$ cat config.mk
export PLATFORM = sky130hd
export DESIGN_NAME = segment_display_n
export DESIGN_NICKNAME = d
export VERILOG_FILES = /design/src/rtl/segment_display_n.sv
export SDC_FILE = /design/constraint.sdc
export NUM_CORES = 1
export LEC_CHECK = 0
export ABC_AREA = 1
export CORE_ASPECT_RATIO = 2
export CORE_MARGIN = 1.5
export CORE_UTILIZATION = 50
export DETAILED_ROUTE_END_ITERATION = 10
export GPL_TIMING_DRIVEN = 0
export HOLD_SLACK_MARGIN = 0.1
export PLACE_DENSITY = 0.77
export RECOVER_POWER = 50
export SKIP_LAST_GASP = 1
export SLEW_MARGIN = 20
export SYNTH_ARGS = -nofsm -noshare
export SYNTH_HDL_FRONTEND = slang
export SYNTH_SLANG_ARGS = --single-unit
$ cat constraint.sdc
create_clock -name clk_1kHz -period 4.8 [get_ports clk_1kHz]
set_clock_uncertainty 0.15 [all_clocks]
set_input_delay 1.44 -clock clk_1kHz [delete_from_list [all_inputs] [get_ports clk_1kHz]]
set_output_delay 1.44 -clock clk_1kHz [all_outputs]
set_load 0.05 [all_outputs]
$ cat src/rtl/segment_display_n.sv
// segment_display_n
// -----------------
// Multiplexed driver for a bank of DIGITS seven-segment digits.
//
// The scan position is a free-running pair of counters (digit index and a
// dwell count within the digit's time slot). At the start of every frame the
// display inputs are captured into a snapshot, so a change on the inputs
// never tears a frame. The outputs are registered from the delayed scan
// position, the snapshot and a free-running blink phase.
//
// Input to output latency is two clock edges. The first edge after reset
// release loads the snapshot. The second edge drives digit 0.
//
// Ports:
//   clk_1kHz     scan clock; all state changes on its rising edge
//   rst          asynchronous active-high reset (outputs blank at once)
//   en           per-digit enable, 1 = digit may light
//   bin          hex nibbles, digit i = bin[4i+3:4i], digit 0 least significant
//   dpin         per-digit decimal point request
//   blink        per-digit blink request (digit is dark during blink phase 1)
//   lzb          leading-zero blanking enable
//   bright       brightness level: lit cycles per slot = bright + 1
//   an           digit select, active-low, at most one bit low
//   seg          {dp,g,f,e,d,c,b,a}, active-low
//   frame_start  one-cycle pulse on the first output cycle of digit 0
module segment_display_n #(
  parameter int DIGITS     = 4,
  parameter int DWELL      = 4,
  parameter int BRIGHT_W   = 2,
  parameter int BLINK_HALF = 250
) (
  input  logic                  clk_1kHz,
  input  logic                  rst,
  input  logic [DIGITS-1:0]     en,
  input  logic [4*DIGITS-1:0]   bin,
  input  logic [DIGITS-1:0]     dpin,
  input  logic [DIGITS-1:0]     blink,
  input  logic                  lzb,
  input  logic [BRIGHT_W-1:0]   bright,
  output logic [DIGITS-1:0]     an,
  output logic [7:0]            seg,
  output logic                  frame_start
);

  localparam int IDX_W = $clog2(DIGITS);
  localparam int DW_W  = $clog2(DWELL);
  localparam int BC_W  = (BLINK_HALF > 1) ? $clog2(BLINK_HALF) : 1;

  // Stage 0: scan counters
  logic [IDX_W-1:0] idx_q, idx_d;
  logic [DW_W-1:0]  dwell_q, dwell_d;

  // Blink timer, independent of the scan
  logic [BC_W-1:0]  blink_cnt_q, blink_cnt_d;
  logic             blink_phase_q, blink_phase_d;

  // Stage 1: delayed scan position and frame snapshot
  logic [IDX_W-1:0]    idx_p_q;
  logic [DW_W-1:0]     dwell_p_q;
  // Marks that stage 1 holds a real scan position. Without it the reset
  // values of the delayed position would look like digit 0, slot 0 and fire
  // a frame_start one edge early.
  logic                valid_q;
  logic [DIGITS-1:0]   en_s_q;
  logic [4*DIGITS-1:0] bin_s_q;
  logic [DIGITS-1:0]   dpin_s_q;
  logic [DIGITS-1:0]   blink_s_q;
  logic                lzb_s_q;
  logic [BRIGHT_W-1:0] bright_s_q;

  // Stage 2: registered outputs
  logic [DIGITS-1:0] an_q, an_d;
  logic [7:0]        seg_q, seg_d;
  logic              fs_q, fs_d;

  logic frame_edge;
  assign frame_edge = (idx_q == '0) && (dwell_q == '0);

  // Hex to gfedcba, active-high
  function automatic logic [6:0] hex7(input logic [3:0] n);
    logic [6:0] s;
    case (n)
      4'h0: s = 7'h3F;
      4'h1: s = 7'h06;
      4'h2: s = 7'h5B;
      4'h3: s = 7'h4F;
      4'h4: s = 7'h66;
      4'h5: s = 7'h6D;
      4'h6: s = 7'h7D;
      4'h7: s = 7'h07;
      4'h8: s = 7'h7F;
      4'h9: s = 7'h6F;
      4'hA: s = 7'h77;
      4'hB: s = 7'h7C;
      4'hC: s = 7'h39;
      4'hD: s = 7'h5E;
      4'hE: s = 7'h79;
      default: s = 7'h71;
    endcase
    return s;
  endfunction

  // Counter next-state
  always_comb begin
    dwell_d       = dwell_q + 1'b1;
    idx_d         = idx_q;
    blink_cnt_d   = blink_cnt_q + 1'b1;
    blink_phase_d = blink_phase_q;
    if (dwell_q == DW_W'(DWELL - 1)) begin
      dwell_d = '0;
      if (idx_q == IDX_W'(DIGITS - 1)) idx_d = '0;
      else                             idx_d = idx_q + 1'b1;
    end
    if (blink_cnt_q == BC_W'(BLINK_HALF - 1)) begin
      blink_cnt_d   = '0;
      blink_phase_d = ~blink_phase_q;
    end
  end

  always_ff @(posedge clk_1kHz or posedge rst) begin
    if (rst) begin
      idx_q         <= '0;
      dwell_q       <= '0;
      blink_cnt_q   <= '0;
      blink_phase_q <= 1'b0;
    end else begin
      idx_q         <= idx_d;
      dwell_q       <= dwell_d;
      blink_cnt_q   <= blink_cnt_d;
      blink_phase_q <= blink_phase_d;
    end
  end

  // Stage 1
  always_ff @(posedge clk_1kHz or posedge rst) begin
    if (rst) begin
      idx_p_q    <= '0;
      dwell_p_q  <= '0;
      valid_q    <= 1'b0;
      en_s_q     <= '0;
      bin_s_q    <= '0;
      dpin_s_q   <= '0;
      blink_s_q  <= '0;
      lzb_s_q    <= 1'b0;
      bright_s_q <= '0;
    end else begin
      idx_p_q   <= idx_q;
      dwell_p_q <= dwell_q;
      valid_q   <= 1'b1;
      if (frame_edge) begin
        en_s_q     <= en;
        bin_s_q    <= bin;
        dpin_s_q   <= dpin;
        blink_s_q  <= blink;
        lzb_s_q    <= lzb;
        bright_s_q <= bright;
      end
    end
  end

  // Stage 2 decode
  logic [3:0] nib;
  logic       en_k, dp_k, blink_k, upper_zero, lead_zero, hard_off;

  always_comb begin
    an_d       = '1;
    seg_d      = 8'hFF;
    nib        = 4'h0;
    en_k       = 1'b0;
    dp_k       = 1'b0;
    blink_k    = 1'b0;
    upper_zero = 1'b1;
    fs_d       = valid_q && (idx_p_q == '0) && (dwell_p_q == '0);

    for (int j = 0; j < DIGITS; j++) begin
      if (idx_p_q == IDX_W'(j)) begin
        nib     = bin_s_q[4*j +: 4];
        en_k    = en_s_q[j];
        dp_k    = dpin_s_q[j];
        blink_k = blink_s_q[j];
      end
      // Leading zero means this digit and every more significant one is 0
      if ((IDX_W'(j) >= idx_p_q) && (bin_s_q[4*j +: 4] != 4'h0))
        upper_zero = 1'b0;
    end

    lead_zero = lzb_s_q && (idx_p_q != '0) && upper_zero;
    // PWM: the slot is lit only for dwell positions 0..bright
    hard_off  = !en_k || (blink_k && blink_phase_q) ||
                (dwell_p_q > DW_W'(bright_s_q));

    for (int j = 0; j < DIGITS; j++) begin
      if (valid_q && !hard_off && (idx_p_q == IDX_W'(j))) begin
        if (lead_zero) begin
          if (dp_k) begin
            an_d[j] = 1'b0;
            seg_d   = 8'b0111_1111;
          end
        end else begin
          an_d[j] = 1'b0;
          seg_d   = ~{dp_k, hex7(nib)};
        end
      end
    end
  end

  always_ff @(posedge clk_1kHz or posedge rst) begin
    if (rst) begin
      an_q  <= '1;
      seg_q <= 8'hFF;
      fs_q  <= 1'b0;
    end else begin
      an_q  <= an_d;
      seg_q <= seg_d;
      fs_q  <= fs_d;
    end
  end

  assign an          = an_q;
  assign seg         = seg_q;
  assign frame_start = fs_q;

endmodule

**Word-level counts from Yosys, hierarchy flattened**

Memories as Yosys holds them, arrays and structs flattened.
Index checks and enable logic that the tools add are counted.

- Add/subtract/negate cells: 3
- Multipliers: 0
- Divide/modulo/power cells: 0
- $lt $le $gt $ge: 5
- Eq/ne operators: 6
- Shifts and indexed selects: 0
- Muxes and demuxes: 49
- Bitwise logic cells: 5
- Reductions and logical operators: 28

Operators by type and width:

| kind | number |
|---|---|
| 2-to-1 mux 8 bit | 13 |
| 2-to-1 mux 7 bit | 8 |
| inverter 8 bit | 4 |
| 2-to-1 mux 1 bit | 22 |
| 2-to-1 mux 4 bit | 4 |
| nonzero test 4 bit | 4 |
| logical AND 1 bit | 15 |
| adder 8 x 1 -> 8 bit (second input constant) | 1 |
| equality test 2 bit (second input constant) | 4 |
| equality test 8 bit (second input constant) | 1 |
| zero test 2 bit | 4 |
| adder 2 x 1 -> 2 bit (second input constant) | 2 |
| greater-or-equal comparator 1 x 2 -> 1 bit (first input constant) | 2 |
| greater-or-equal comparator 2 bit (first input constant) | 2 |
| 2-to-1 mux 2 bit | 2 |
| equality test 2 x 1 -> 1 bit (second input constant) | 1 |
| > comparator 2 bit | 1 |
| zero test 1 bit | 2 |
| logical OR 1 bit | 2 |
| nonzero test 2 bit | 1 |
| inverter 1 bit | 1 |

- Register bits: 62
- Latch bits: 0
- RAM bits: 0
- Bits in read-only memories: 448
- Input bits: 33
- Output and inout port bits: 13
- Word-level logic and storage cells: 116
- Memories: 4

Memories:

| memory | words | bits a word | rd ports | clocked after Yosys merged registers in | write ports | line | source |
|---|---|---|---|---|---|---|---|
| (name not given) | 16 | 7 | 1 | 0 | 0 | 82 | `case (n)` |
| (name not given) | 16 | 7 | 1 | 0 | 0 | 82 |  |
| (name not given) | 16 | 7 | 1 | 0 | 0 | 82 |  |
| (name not given) | 16 | 7 | 1 | 0 | 0 | 82 |  |

**Longest topological paths before layout**

- Word-level depth: 24
- Mapped depth: 12
- Depth with buffers taken out: 11

**Least setup slack after synthesis**

Ideal clock, no wire load.

- Path kind: flip-flop to output port
- Start point: register an_q[0] (netlist: an[0])
- End point: output an[0]
- Arrival time: 0.656 ns
- Data required time: 3.210 ns
- Path slack: 2.554 ns
- Stages on the path, launching flop included: 1
- Buffers on the path: 0
- Path through: dfstp_2

RTL lines:

| what | line | source |
|---|---|---|
| start: declaration | 72 | `logic [DIGITS-1:0] an_q, an_d;` |
| start signal: assignment | 213 | `an_q <= an_d;` |
| end: declaration | 40 | `output logic [DIGITS-1:0] an,` |

No word-level cell between the ends.

**Worst setup path after layout**

- Start point: register an_q[2] (netlist: an[2])
- End point: output an[2]

No word-level cell between the ends.

==> flow_summary_export.csv <==
group,metric,value,unit
route,via_per_inst,5.15,
sta,finalSetupViolations,0,
cts,htreeDepth,3,
synth,netlist_instances,316,
route,vias,2272,
route,drtPass1Iterations,7,
power_and_ir_drop,total_power,1.29,mW
global_routing,first_global_vias,2404,
global_routing,grtUsageTotal,0.215,
cts,numCtsBuffers,9,
synth,synth_edf_count,0,
sta,rsz0062_at_grt,"no",
global_routing,grt_max_degree,37,
power_and_ir_drop,ir_worst_vdd,0.000197,V
die,die_h,113,µm
placed_design,dp_slack,1910,ps
worst_setup_path,end_kind,"output pin",
sta,drv_slew,0,
final_layout,nets,420,
run_status,status,"complete, but fails checks",
sta,setup_tns,0,ps
die,start_util,0.513,
synth,syn_avg_cell_area,9.58,µm²
power_and_ir_drop,seq_power_share,0.428,
placed_design,gp_congestion,0.871,
cts,clkTransAtPathRegs,50,ps
worst_setup_path,crit_type,"register to output pin",
cts,cts_root_buf,"clkbuf_16",
power_and_ir_drop,sw_frac_of_total,0.209,
global_routing,met1_usage,0.244,
final_layout,final_area,3850,µm²
power_and_ir_drop,power_frac_comb,0.077,
synth,synth_compound_area_frac,0.0475,
final_layout,drive_gt1_frac,0.185,
die,die_w,58.0,µm
die,io_pins,46,
worst_setup_path,reg2reg_slack,2270,ps
worst_setup_path,worstPathArrival,1640,ps
placed_design,placed_cell_area,3580,µm²
hold_path,worstHoldStart,"dwell_q[1]",
placed_design,dp_hpwl,4.58,mm
die,num_rows,40,
worst_setup_path,r2r_start,"idx_p_q[0]",
power_and_ir_drop,pwr-share-clk,0.495,
sta,report.final.hold_viol_count,0,
worst_setup_path,cp_slowest_cell,"clkdlybuf4s50_1",
die,dieArea,6560,µm²
synth,yosys.area.top_type,"dfrtp_1",
cts,ctsResizeCount,0,
cts,cts_hold_buf,0,
synth,netlist_area,3030,µm²
sta,layout_setup_ws,1570,ps
synth,synthAdderAreaFrac,0.0579,
global_routing,grt_use_met3,0.0537,
synth,ys_seq_area_frac,0.517,
worst_setup_path,worst_path_dominant_cell_family,"buffers and inverters",
final_layout,syn_to_final_growth,27.0,%
power_and_ir_drop,power.density,335,nW/µm²
synth,synth_fp_nets,363,
synth,synth-seq-cells,62,
placed_design,io_buffers,45,
worst_setup_path,timing.critical_path.buf_inv,1,
sta,fin_crit_sh,0.673,
route,drt_iter0_drc,91,
synth,async_flop_share,1.00,
route,route.detailed.drc,5,
final_layout,utilization,0.651,
worst_setup_path,crit_start,"an[2]",
worst_setup_path,path_cells,"clkdlybuf4s50_1",
synth,ys.flop_type,"dfrtp_1",
sta,tightest_slew,1170,ps
cts,cts_tree,"done",
final_layout,antenna_cells,0,
global_routing,grt_pass1_wl,10.7,mm
sta,max-slew-margin-rel,0.213,
synth,synth_top_family_by_area,"simple AND/OR/NAND/NOR gates",
worst_setup_path,worstPathRequired,3210,ps
power_and_ir_drop,p_int,1.02,mW
synth,synth-simple-area-share,0.233,
route,drt-total-wl,6.14,mm
power_and_ir_drop,p_switching,0.269,mW
die,core,5910,µm²
route,antenna_left,0,
global_routing,grt_overflow,0,
synth,synth_top_area_share,0.413,
synth,muxShareOfSynthArea,0.0744,
power_and_ir_drop,power.leakage,1.80,nW
global_routing,gr-max-usage-layer,"met2",
synth,ys_top_cells_by_area,"dfrtp_1 (41%), dfstp_2 (10%), nand2_1 (7.8%), mux2_2 (7.4%), ha_1 (5.8%)",
synth,yosys_warnings,0,
run_status,violations,"design-rule violations",
synth,synth_xor_area_frac,0.00289,
cts,clk_latency,330,ps
cts,post_cts_buffers,0,
flow_run,maxCapViolations,0,
synth,synth.distinct_cells,32,
global_routing,gr-usage-met2,0.371,
sta,layout_min_cycle_time,3230,ps
global_routing,grt_antenna_before_repair,0,
route,avgRoutedWirePerCell,13.9,µm
worst_setup_path,critPathLaunchType,"register",
sta,max_freq,310,MHz
final_layout,fill_cells,505,
worst_setup_path,cp_max_fo,1,
cts,cts.sinks,62,
cts,ctsLongestPathBuffers,2,
hold_path,hold_path.class,"register to register",
worst_setup_path,max_stage_delay,800,ps
path summary, 6_finish.rpt:
check | end | cells after the start
setup / recovery | an[2] | 1
hold / removal | dwell_p_q[1] | 0
setup reg to reg | seg[1] | 10
hold reg to reg | dwell_p_q[1] | 0
max in group asynchronous | idx_p_q[1] | 3
min in group asynchronous | bin_s_q[15] | 2
Yosys cell counts (2+ instances only):
master and instances:
nor3_1 6, o21ai_2 2, buf_6 3, nand3_1 28
nand3_2 3, nor2_1 29, clkbuf_1 2, buf_2 2
nor2_4 4, nand2_2 5, dfrtp_1 50, o21ai_0 4
inv_2 2, inv_1 35, ha_1 14, nand2_1 63
mux2_2 20, a21oi_1 18, nand4_1 2, dfstp_2 12
state kept, by name, summed over array words and instances (netlist names), 2 cells and up:
signal       cells
an               4
dwell_p_q        2
idx_p_q          2
seg              8
idx_q            2
en_s_q           4
dpin_s_q         4
dwell_q          2
bin_s_q         16
blink_cnt_q      8
bright_s_q       2
blink_s_q        4
layout make-up:
cell class                 instances  area (µm²)  share of cell area
tap                               63        78.8              0.0205
clock inverter                     1        30.0             0.00781
sequential                        62        1570               0.407
multi-input combinational        209        1240               0.322
timing repair buffer              46         470               0.122
inverter                          38         149              0.0387
buffer                             7        43.8              0.0114
clock buffer                      15         268              0.0696
cell families after synthesis:
family / after synthesis
simple gates: 147
flops: 62
buf+inv: 45
compound gates: 26
mux: 20
fa+ha+maj: 14
other cells: 1
xor+xnor: 1
power groups by stage:
stage               registers (mW)  logic, mW  clock network, mW
CTS                          0.552      0.104              0.651
detailed placement           0.560      0.103                  0
global route                 0.553      0.111              0.672
global placement             0.559     0.0971                  0
finish                       0.552     0.0986              0.638
floorplan                    0.567     0.0478                  0
metal layers:
| layer | vias up | share of wire |
|---|---|---|
| li1 | 1127 | - |
| met1 | 1073 | 0.39 |
| met2 | 60 | 0.53 |
| met3 | 12 | 0.054 |
| met4 | 0 | 0.022 |
| met5 | - | 0 |
cells in the final DEF, fill, tap and decap left out:
cell type        Yosys  final
o21ai_2              2      1
clkinvlp_2           0      1
o2111ai_1            1      1
dlygate4sd3_1        0     17
buf_12               0      1
nor4_1               1      1
nor2_2               1      1
clkbuf_8             0      2
nand4_1              2      2
and2_4               1      1
dfstp_2             12     12
inv_2                2      2
nor2_1              29     30
clkbuf_16            0      9
nor2_4               4      4
ha_1                14     14
inv_1               35     34
nand3_1             28     28
nand2_4              1      1
xnor2_1              1      1
dfrtp_1             50     50
bufinv_16            0      1
o21a_1               1      1
o21ai_0              4      5
a21oi_1             18     18
conb_1               1      1
buf_2                2      2
mux2_2              20     20
nor3_1               6      6
clkbuf_1             2      7
or2_2                1      1
nand4_2              1      1
nand3_2              3      3
nand2_2              5      4
clkdlybuf4s50_1      0     28
buf_6                3      2
nand2_1             63     64
inv_6                1      1
through the flow:
step / hold slack (ps) / std cells
after floorplan: 228 / 316
after global placement: 240 / 424
after detailed placement: 259 / 425
after CTS: 271 / 441
after global routing: 284 / 441
final: 270 / 441
Power figures use the tool's default switching activity.
